<file path="src/rtl/frm_rx_pkg.sv">
// Shared constants, frame FSM encoding and a width helper for the 485 uplink receiver.
package frm_rx_pkg;

   localparam logic [7:0] SYNC0 = 8'hEB;
   localparam logic [7:0] SYNC1 = 8'h90;

   typedef enum logic [2:0] {
      HUNT1 = 3'd0,
      HUNT2 = 3'd1,
      ID    = 3'd2,
      LEN   = 3'd3,
      PAY   = 3'd4,
      SUM   = 3'd5
   } frm_state_e;

   function automatic int clog2(input int val);
      int r;
      r = 0;
      while ((1 << r) < val) r = r + 1;
      return r;
   endfunction

endpackage

</file>
<file path="src/rtl/frm_rx_485_uart_rx_byte.sv">
// UART byte deserialiser: 2-FF synchroniser, mid-bit sampling every CLK_DIV cycles, LSB first.
// byte_vld / fr_err are 1-cycle strobes one cycle after the stop sample, mutually exclusive.
module uart_rx_byte
   import frm_rx_pkg::*;
#(
   parameter int CLK_DIV = 100
) (
   input  logic       clk_sys,
   input  logic       rst,
   input  logic       rx_a,
   output logic [7:0] rx_byte,
   output logic       byte_vld,
   output logic       fr_err
);

   localparam int CW = clog2(CLK_DIV);
   localparam logic [CW-1:0] FULL_M1 = CW'(CLK_DIV - 1);
   localparam logic [CW-1:0] HALF_M1 = CW'(CLK_DIV / 2 - 1);

   logic          rx_s1_q, rx_s2_q, rx_s3_q;
   logic          busy_q, busy_d;
   logic [CW-1:0] cnt_q, cnt_d;
   logic [3:0]    bit_q, bit_d;
   logic [7:0]    shift_q, shift_d;
   logic [7:0]    byte_q, byte_d;
   logic          vld_q, vld_d;
   logic          ferr_q, ferr_d;

   // Synchroniser resets to idle-high so reset release never looks like a start edge.
   always_ff @(posedge clk_sys or posedge rst) begin
      if (rst) begin
         rx_s1_q <= 1'b1;
         rx_s2_q <= 1'b1;
         rx_s3_q <= 1'b1;
         busy_q  <= 1'b0;
         cnt_q   <= '0;
         bit_q   <= '0;
         shift_q <= '0;
         byte_q  <= '0;
         vld_q   <= 1'b0;
         ferr_q  <= 1'b0;
      end else begin
         rx_s1_q <= rx_a;
         rx_s2_q <= rx_s1_q;
         rx_s3_q <= rx_s2_q;
         busy_q  <= busy_d;
         cnt_q   <= cnt_d;
         bit_q   <= bit_d;
         shift_q <= shift_d;
         byte_q  <= byte_d;
         vld_q   <= vld_d;
         ferr_q  <= ferr_d;
      end
   end

   always_comb begin
      busy_d  = busy_q;
      cnt_d   = cnt_q;
      bit_d   = bit_q;
      shift_d = shift_q;
      byte_d  = byte_q;
      vld_d   = 1'b0;
      ferr_d  = 1'b0;
      if (!busy_q) begin
         if (rx_s3_q && !rx_s2_q) begin
            busy_d = 1'b1;
            cnt_d  = '0;
            bit_d  = '0;
         end
      end else if (cnt_q != ((bit_q == 4'd0) ? HALF_M1 : FULL_M1)) begin
         cnt_d = cnt_q + 1'b1;
      end else begin
         cnt_d = '0;
         bit_d = bit_q + 4'd1;
         if (bit_q == 4'd0) begin
            // start bit high again at mid-bit: a glitch, go back to idle
            if (rx_s2_q) busy_d = 1'b0;
         end else if (bit_q == 4'd9) begin
            busy_d = 1'b0;
            byte_d = shift_q;
            vld_d  = rx_s2_q;
            ferr_d = !rx_s2_q;
         end else begin
            shift_d = {rx_s2_q, shift_q[7:1]};
         end
      end
   end

   assign rx_byte  = byte_q;
   assign byte_vld = vld_q;
   assign fr_err   = ferr_q;

endmodule

</file>
<file path="src/rtl/frm_rx_485.sv">
// Master-side 485 uplink frame receiver: sync hunt, header/length/checksum check, payload stream.
// Optional good/bad frame counters are built when FRM_RX_STAT_EN is defined.
module frm_rx_485
   import frm_rx_pkg::*;
#(
   parameter int CLK_DIV = 100,
   parameter int MAX_LEN = 200,
   parameter int TO_BITS = 20
) (
   input  logic        clk_sys,
   input  logic        rst,
   input  logic        rx_a,
   output logic [7:0]  dev_id,
   output logic [7:0]  frm_data,
   output logic        frm_vld,
   output logic        frm_sop,
   output logic        frm_done,
   output logic        frm_err,
   output logic [15:0] frm_cnt,
   output logic [15:0] err_cnt
);

   localparam int TO_LIM = TO_BITS * CLK_DIV;
   localparam int TW     = clog2(TO_LIM);
   localparam logic [TW-1:0] TO_LAST = TW'(TO_LIM - 1);

   logic [7:0]    rx_byte;
   logic          byte_vld, fr_err;
   frm_state_e    state_q, state_d;
   logic [7:0]    dev_id_q, dev_id_d, len_q, len_d, idx_q, idx_d, sum_q, sum_d;
   logic [TW-1:0] to_cnt_q, to_cnt_d;
   logic          in_frame, strobe, to_exp, len_bad, abort;

   uart_rx_byte #(.CLK_DIV(CLK_DIV)) u_rx (
      .clk_sys  (clk_sys),
      .rst      (rst),
      .rx_a     (rx_a),
      .rx_byte  (rx_byte),
      .byte_vld (byte_vld),
      .fr_err   (fr_err)
   );

   assign in_frame = (state_q != HUNT1) && (state_q != HUNT2);
   assign strobe   = byte_vld | fr_err;
   // A byte strobe on the expiry cycle wins over the timeout.
   assign to_exp   = in_frame && !strobe && (to_cnt_q == TO_LAST);
   assign len_bad  = (rx_byte == 8'd0) || (int'(rx_byte) > MAX_LEN);
   assign abort    = in_frame && (fr_err || to_exp);

   always_ff @(posedge clk_sys or posedge rst) begin
      if (rst) begin
         state_q  <= HUNT1;
         dev_id_q <= '0;
         len_q    <= '0;
         idx_q    <= '0;
         sum_q    <= '0;
         to_cnt_q <= '0;
      end else begin
         state_q  <= state_d;
         dev_id_q <= dev_id_d;
         len_q    <= len_d;
         idx_q    <= idx_d;
         sum_q    <= sum_d;
         to_cnt_q <= to_cnt_d;
      end
   end

   always_comb begin
      state_d = state_q;
      if (abort) begin
         state_d = HUNT1;
      end else if (byte_vld) begin
         case (state_q)
            HUNT1:   if (rx_byte == SYNC0) state_d = HUNT2;
            HUNT2: begin
               if (rx_byte == SYNC1)      state_d = ID;
               else if (rx_byte != SYNC0) state_d = HUNT1;
            end
            ID:      state_d = LEN;
            LEN:     state_d = len_bad ? HUNT1 : PAY;
            PAY:     if (idx_q + 8'd1 == len_q) state_d = SUM;
            SUM:     state_d = HUNT1;
            default: state_d = HUNT1;
         endcase
      end
   end

   always_comb begin
      dev_id_d = dev_id_q;
      len_d    = len_q;
      idx_d    = idx_q;
      sum_d    = sum_q;
      to_cnt_d = (in_frame && !strobe) ? to_cnt_q + 1'b1 : '0;
      if (byte_vld) begin
         case (state_q)
            ID: begin
               dev_id_d = rx_byte;
               sum_d    = rx_byte;
            end
            LEN: begin
               len_d = rx_byte;
               idx_d = '0;
               sum_d = sum_q + rx_byte;
            end
            PAY: begin
               idx_d = idx_q + 8'd1;
               sum_d = sum_q + rx_byte;
            end
            default: ;
         endcase
      end
   end

   always_comb begin
      frm_vld  = byte_vld && (state_q == PAY);
      frm_sop  = frm_vld && (idx_q == 8'd0);
      frm_done = abort || (byte_vld && (((state_q == LEN) && len_bad) || (state_q == SUM)));
      frm_err  = abort || (byte_vld && (state_q == LEN) && len_bad)
                       || (byte_vld && (state_q == SUM) && (rx_byte != sum_q));
   end

   assign frm_data = rx_byte;
   assign dev_id   = dev_id_q;

`ifdef FRM_RX_STAT_EN
   logic [15:0] frm_cnt_q, frm_cnt_d, err_cnt_q, err_cnt_d;

   always_ff @(posedge clk_sys or posedge rst) begin
      if (rst) begin
         frm_cnt_q <= '0;
         err_cnt_q <= '0;
      end else begin
         frm_cnt_q <= frm_cnt_d;
         err_cnt_q <= err_cnt_d;
      end
   end

   always_comb begin
      frm_cnt_d = frm_cnt_q;
      err_cnt_d = err_cnt_q;
      if (frm_done && !frm_err && (frm_cnt_q != 16'hFFFF)) frm_cnt_d = frm_cnt_q + 16'd1;
      if (frm_done && frm_err && (err_cnt_q != 16'hFFFF))  err_cnt_d = err_cnt_q + 16'd1;
   end

   assign frm_cnt = frm_cnt_q;
   assign err_cnt = err_cnt_q;
`else
   assign frm_cnt = 16'h0;
   assign err_cnt = 16'h0;
`endif

endmodule

</file>
<file path="config.mk">
export PLATFORM = sky130hd
export DESIGN_NAME = frm_rx_485
export DESIGN_NICKNAME = d
export VERILOG_FILES = /design/src/rtl/frm_rx_pkg.sv /design/src/rtl/frm_rx_485_uart_rx_byte.sv /design/src/rtl/frm_rx_485.sv
export SDC_FILE = /design/constraint.sdc
export NUM_CORES = 1
export LEC_CHECK = 0
export ABC_AREA = 1
export CORE_ASPECT_RATIO = 1.5
export CORE_UTILIZATION = 35
export DETAILED_ROUTE_END_ITERATION = 10
export DONT_BUFFER_PORTS = 1
export SYNTH_ARGS = -nofsm -noshare
export SYNTH_HDL_FRONTEND = slang
export SYNTH_SLANG_ARGS = --single-unit
</file>
<file path="constraint.sdc">
create_clock -name clk_sys -period 7.89 [get_ports clk_sys]
set_input_delay 2.367 -clock clk_sys [delete_from_list [all_inputs] [get_ports clk_sys]]
set_output_delay 2.367 -clock clk_sys [all_outputs]
set_load 0.02 [all_outputs]
</file>
==> results of run 1 <==
## area by class of cell
type	count	share of cell area, %
Clock buffer	12	5.05
Clock inverter	4	0.923
Inverter	81	6.30
Multi-Input combinational cell	379	43.0
Sequential cell	79	40.6
Tap cell	156	4.00
Timing Repair Buffer	1	0.154
## state kept, by name, indices dropped and copies added, names as in the netlist
name	flops
dev_id	8
len_q	8
u_rx.shift_q	8
sum_q	8
to_cnt_q	11
u_rx.rx_s1_q	1
u_rx.rx_s3_q	1
u_rx.cnt_q	7
u_rx.byte_vld	1
idx_q	8
u_rx.busy_q	1
u_rx.rx_s2_q	1
state_q	3
u_rx.fr_err	1
u_rx.bit_q	4
u_rx.rx_byte	8
## synth_stat cells, drive strengths merged
cell    instances
and3            1
nor2           38
o211ai          1
nand4           6
o221ai          1
xnor2           3
o21bai          1
nand3b          4
o21ai          56
nor3b           1
nor3           13
dfrtp          76
clkbuf          2
o21a            1
nor4            5
a21oi          17
buf            34
ha             14
nand3          48
a31oi           4
fa              1
inv            79
nand2         111
dfstp           3
xor2            8
conb            1
clkinv          2
or2             3
o22ai           9
a22o            1
## cells by family (layout without fill, tap and decap cells)
kind of cell / after synthesis / after routing
adders and majority gates: 15 / 15
xor gates and xnor gates: 11 / 11
AOI/OAI and AO/OA: 91 / 91
and+or+nand+nor: 230 / 230
DFF: 79 / 79
buffers and inverters: 117 / 98
other: 1 / 32
## worst min-delay path by stage
stage / start / end / slack [ns]
2_1_floorplan: u_rx.rx_s1_q$_DFF_PP1_ / u_rx.rx_s2_q$_DFF_PP1_ / 0.35
3_3_place_gp: u_rx.rx_s1_q$_DFF_PP1_ / u_rx.rx_s2_q$_DFF_PP1_ / 0.35
3_5_place_dp: u_rx.rx_s1_q$_DFF_PP1_ / u_rx.rx_s2_q$_DFF_PP1_ / 0.35
4_1_cts: u_rx.rx_s1_q$_DFF_PP1_ / u_rx.rx_s2_q$_DFF_PP1_ / 0.35
5_1_grt: u_rx.rx_s1_q$_DFF_PP1_ / u_rx.rx_s2_q$_DFF_PP1_ / 0.36
6_report: u_rx.rx_s1_q$_DFF_PP1_ / u_rx.rx_s2_q$_DFF_PP1_ / 0.35
## layout by cell type, fill, tap and decap left out, types with 4 or more instances in the layout
cell type,synthesis,routed
o21ai_2,8,8
o21ai_0,10,10
nand4_1,5,5
o21ai_1,38,38
nor3_1,12,12
ha_1,14,14
inv_1,62,61
clkinv_2,0,4
a21oi_1,16,16
conb_1,1,32
a31oi_1,4,4
clkbuf_16,0,9
nor2_1,28,28
nand3_1,46,46
nand2_1,108,108
dfrtp_1,76,76
nor2_4,6,6
o22ai_1,9,9
inv_2,16,16
xor2_1,8,8
## power groups by stage
| stage | Combinational [mW] | Sequential (mW) | Clock, mW |
|---|---|---|---|
| floorplan | 0.107 | 0.455 | 0 |
| global placement | 0.107 | 0.460 | 0 |
| detailed placement | 0.112 | 0.461 | 0 |
| CTS | 0.112 | 0.454 | 0.415 |
| global route | 0.128 | 0.457 | 0.434 |
| finish | 0.110 | 0.454 | 0.404 |
## layer usage
layer	share of wire (%)	routed length [um]	vias to the layer above
li1	-	-	1744
met1	42	3840	1605
met2	49	4490	98
met3	5.1	465	26
met4	3.4	310	0
met5	0	0	-
## worst register-to-register path: stages, from the launching register on
cell and delay, ns:
dfrtp_1 0.52, ha_1 0.24, inv_1 0.06, fa_1 0.36
inv_1 0.08, nand2_1 0.07, nand2_1 0.06, nand2_1 0.06
nand2_1 0.06, nand2_1 0.06, nand2_1 0.06, a21oi_1 0.07
xor2_1 0.14, o21ai_1 0.12, nand2_1 0.07
## stage by stage
stage / std cells / hold WS [ns] / setup WS, ns / power (mW) / instance area [um2]
after global placement: 696 / 0.347 / 3.63 / 0.567 / 4590
after detailed placement: 696 / 0.347 / 3.53 / 0.573 / 4590
after CTS: 712 / 0.355 / 3.19 / 0.981 / 4880
final: 712 / 0.354 / 3.21 / 0.968 / 4880
after floorplan: 575 / 0.345 / 3.50 / 0.562 / 4650
after global routing: 712 / 0.357 / 2.98 / 1.02 / 4880
==> reports/metrics.yaml, run 1 <==
placed_design:
  place_hpwl_um: 6800
  port_buffers: 0
  routabilityCongestion: 0.879
sta:
  post-route-min-period_ns: 4.68
  setup_tns_ns: 0
  rsz0062_at_grt: "no"
  finalMaxSlewViolations: 0
  worst_pin_slew_ns: 0.982
  slew_headroom_pct: 34.5
  final_hold_viol_count: 0
  setup_violations: 0
  fin_worst_skew_ns: 0.00477
  finalCritPeriodShare_pct: 59.3
  max_freq_mhz: 214
clock_tree:
  htreeDepth: 3
  numCtsBuffers: 9
  cts-root-buf: "clkbuf_16"
  insertion_delay_ns: 0.33
  postCtsResizedCells: 0
  clkSinkCount: 79
  cts_setup_buffers: 0
  max-clock-path-buffers: 2
  clkTransAtPathRegs_ns: 0.05
  cts_tree: "yes"
  cts_hold_buf: 0
pwr:
  p_clk_share_pct: 41.7
  powerDensity_nw_per_um2: 198
  swShare_pct: 25.9
  power_leakage_nw: 2.29
  p_comb_share_pct: 11.4
  p_int_uw: 717
  power_switching_uw: 251
  ir_worst_vdd_uv: 125
  seqPwrFrac_pct: 46.9
global_routing:
  antenna_found_initial: 0
  grt_use_total_pct: 15.4
  top_usage_layer: "met2"
  grt_overflow: 0
  grt_pass1_vias: 3508
  grt_util_met2_pct: 25.8
  grt_pass1_wl_um: 16200
  use_met1_pct: 17.8
  grt_max_degree: 80
  met3_usage_pct: 3.11
final_layout:
  fill_cells: 1249
  multi_input_area_um2: 2100
  finish.net_count: 569
  area_growth_pct: 7.67
  diodes: 0
  seqCellArea_um2: 1980
  fin_util_pct: 38.8
  drive_gt1_share_pct: 12.2
logic_synthesis:
  seq_area_frac_synth_pct: 43.7
  synthTopCellsByArea: "dfrtp_1 42%, nand2_1 8.9%, buf_4 5.3%, inv_1 5.1%, nand3_1 5.1%"
  syn_area_per_cell_um2: 8.34
  synth_top_area_cell: "dfrtp_1"
  yosys_warnings: 0
  muxShareOfSynthArea_pct: 0
  synth-compound-area-share_pct: 11.5
  synth_seq_cells: 79
  syn_inst: 544
  synth_xor_area_share_pct: 2.12
  synth_top_cell_area_share_pct: 41.9
  ys_types: 48
  syn-cell-area_um2: 4530
  synth_fa_ha_area_share_pct: 4.30
  yosys.area_share.simple_pct: 25.7
  synth_top_family_by_area: "simple AND/OR/NAND/NOR gates"
worst_setup_path:
  reg2reg_depth: 14
  critPathArrivalTime_ns: 2.31
  crit_buf_inv: 3
  critPathLaunchType: "register"
  cpMostUsedCell: "inv_2"
  r2r_end: "sum_q[6]$_DFFE_PP0P_"
  cp.required_ns: 5.52
  reg2reg_from: "u_rx.rx_byte[0]$_DFFE_PP0P_"
  critPathTopFamily: "simple AND/OR/NAND/NOR gates"
  crit_path_cell_trace: "nor2_1 > inv_1 > nor2_4 > inv_2 > nor2_2 > inv_2 > nor3_1"
  crit_cells: 7
  crit_path_end: "frm_sop"
  crit_fanout: 7
  rrSetupSlack_ns: 5.73
  critPathMaxStageDelay_ns: 0.53
  end_kind: "output pin"
  cp_slowest_cell: "nor3_1"
  cp-startpoint: "state_q[1]$_DFFE_PP0P_"
  critPathKind: "register to output pin"
detailed_routing:
  wl_um: 9110
  drc: 0
  avgViaCountPerCell: 4.88
  postRouteAntennaNets: 0
  wire_per_inst_um: 12.8
  vias: 3473
  drt_iter0_drc: 175
  first_pass_iters: 4
die:
  start_util_pct: 36.1
  num_rows: 50
  die_w_um: 94.9
  core_um2: 12600
  die-area_um2: 13400
  dieHeight_um: 141
  io_pins: 55
run_status:
  status: "finished clean"
run:
  maxCapViolCount: 0
worst_hold_path:
  hp-class: "register to register"
  hold_depth: 0
Power figures use the tool's default switching activity.
==> run 2: changes to the inputs <==
Clock period 7.89 ns to 4.4 ns, I/O delays scaled along.
==> reports/metrics.yaml, run 2 (synthesized netlist as in run 1, its figures left out) <==
clock_tree:
  max-clock-path-buffers: 2  # unchanged
  clkSinkCount: 79  # unchanged
  htreeDepth: 3  # unchanged
  cts-root-buf: "clkbuf_16"  # unchanged
  cts_setup_buffers: 0  # unchanged
  cts_hold_buf: 0  # unchanged
  cts_tree: "yes"  # unchanged
  postCtsResizedCells: 0  # unchanged
  insertion_delay_ns: 0.35  # was 0.33 ns
  clkTransAtPathRegs_ns: 0.06  # was 0.05 ns
  numCtsBuffers: 9  # unchanged
worst_setup_path:
  crit_fanout: 7  # unchanged
  reg2reg_depth: 14  # unchanged
  cp.required_ns: 3.08  # was 5.52 ns
  critPathKind: "register to output pin"  # unchanged
  r2r_end: "sum_q[6]$_DFFE_PP0P_"  # unchanged
  critPathLaunchType: "register"  # unchanged
  critPathArrivalTime_ns: 2.32  # was 2.31 ns
  rrSetupSlack_ns: 2.22  # was 5.73 ns
  reg2reg_from: "u_rx.rx_byte[0]$_DFFE_PP0P_"  # unchanged
  end_kind: "output pin"  # unchanged
pwr:
  powerDensity_nw_per_um2: 350  # was 198 nW/um2
  swShare_pct: 28.7  # was 25.9%
  power_leakage_nw: 2.27  # was 2.29 nW
  ir_worst_vdd_uv: 223  # was 125 uV
  seqPwrFrac_pct: 47.7  # was 46.9%
  p_int_mw: 1.21  # was 717 uW
  power_switching_uw: 488  # was 251 uW
  p_comb_share_pct: 11.6  # was 11.4%
  p_clk_share_pct: 40.6  # was 41.7%
placed_design:
  place_hpwl_um: 6810  # was 6800 um
  placedCellCount: 696  # unchanged
  port_buffers: 0  # unchanged
  routabilityCongestion: 0.872  # was 0.879
sta:
  max_freq_mhz: 275
  worst_pin_slew_ns: 1.03  # was 0.982 ns
  final_hold_viol_count: 0  # unchanged
  post-route-min-period_ns: 3.64
  setup_tns_ns: 0  # unchanged
  setup_violations: 0  # unchanged
  finalCritPeriodShare_pct: 82.7
  fin_worst_skew_ns: 0.00759  # was 0.00477 ns
  slew_headroom_pct: 31.1  # was 34.5%
  rsz0062_at_grt: "no"  # unchanged
  finalMaxSlewViolations: 0  # unchanged
run_status:
  status: "finished clean"  # unchanged
global_routing:
  grt_overflow: 0  # unchanged
  grt_pass1_wl_um: 15600  # was 16,200 um
  antenna_found_initial: 0  # unchanged
  grt_max_degree: 61  # was 80
  grt_pass1_vias: 3388  # was 3,508
  grt_use_total_pct: 15.1  # was 15.4%
final_layout:
  finish.net_count: 569  # unchanged
  top_register: "to_cnt_q"  # unchanged
  final_cell_mix: "108 x nand2_1, 76 x dfrtp_1, 61 x inv_1"  # unchanged
  diodes: 0  # unchanged
  largest_reg_flops: 11  # unchanged
  mostFrequentLayoutCell: "nand2_1"  # unchanged
  area_growth_pct: 7.28  # was 7.67%
  layoutNonFillerInstCount: 712  # unchanged
  drive_gt1_share_pct: 12.6  # was 12.2%
run:
  maxCapViolCount: 0  # unchanged
die:
  die_w_um: 94.9  # unchanged
  die-area_um2: 13400  # unchanged
  num_rows: 50  # unchanged
  core_um2: 12600  # unchanged
  start_util_pct: 36.1  # unchanged
  io_pins: 55  # unchanged
  dieHeight_um: 141  # unchanged
detailed_routing:
  avgViaCountPerCell: 4.82  # was 4.88
  wire_per_inst_um: 12.9  # was 12.8 um
  first_pass_iters: 5  # was 4
  vias: 3434  # was 3,473
  drt_iter0_drc: 228  # was 175
  drc: 0  # unchanged
  wl_um: 9200  # was 9110 um
  postRouteAntennaNets: 0  # unchanged
worst_hold_path:
  min_to: "u_rx.rx_s2_q$_DFF_PP1_"  # unchanged
  hold_depth: 0  # unchanged
  hold_start: "u_rx.rx_s1_q$_DFF_PP1_"  # unchanged
  hp-class: "register to register"  # unchanged
-- run 2: changes by cell type in the layout (fill, tap and decap cells not counted), sizes merged --
cell / delta
inv: +1
clkbuf: -3
bufinv: -1
clkinv: -1
clkinvlp: +4
-- run 2: critical path, cell delays in order, from the launching register on --
cell     delay [ns]
dfrtp_1        0.42
nor2_1         0.17
inv_1          0.09
nor2_4         0.14
inv_2          0.06
nor2_2         0.42
inv_2          0.11
nor3_1         0.56
-- run 2: layout make-up --
type / count / area, um2
fill: 1290 / 7710
tap: 156 / 195
timing repair buffer: 1 / 7.51
clock inverter: 7 / 48.8
clock buffer: 9 / 225
multi-input combinational: 379 / 2100
inverter: 81 / 308
sequential: 79 / 1980
-- run 2: how the worst max path moves through the flow --
stage,from,to,cells after the start
after global placement,state_q[1]$_DFFE_PP0P_,frm_sop,7
after global routing,state_q[1]$_DFFE_PP0P_,frm_sop,7
after CTS,state_q[1]$_DFFE_PP0P_,frm_sop,7
final,state_q[1]$_DFFE_PP0P_,frm_sop,7
after floorplan,rst,dev_id[0]$_DFFE_PP0P_,1
after detailed placement,state_q[1]$_DFFE_PP0P_,frm_sop,7
-- run 2: power groups by stage --
stage	clock network (mW)	registers [mW]	logic (mW)
after floorplan	0	0.815	0.193
after global placement	0	0.825	0.192
after detailed placement	0	0.825	0.201
after CTS	0.707	0.813	0.200
after global routing	0.737	0.818	0.227
final	0.692	0.813	0.198
-- run 2: layer usage --
metal / wire [um] / vias up / global-route usage [%]
met5: 0 / - / 0
met4: 231 / 0 / 7.10
met3: 448 / 15 / 4.61
met2: 4490 / 78 / 24.5
met1: 4030 / 1606 / 18.0
li1: - / 1735 / -
-- run 2: per-stage QoR --
stage / worst slack, ns / total power, mW / hold slack, ns / cell area [um2] / utilization [%]
final: 0.760 / 1.70 / 0.355 / 4860 / 38.7
after detailed placement: 1.12 / 1.03 / 0.347 / 4590 / 36.5
after CTS: 0.740 / 1.72 / 0.356 / 4860 / 38.7
after global routing: 0.512 / 1.78 / 0.363 / 4860 / 38.7
after global placement: 1.17 / 1.02 / 0.349 / 4590 / 36.5
after floorplan: 1.06 / 1.01 / 0.345 / 4650 / -
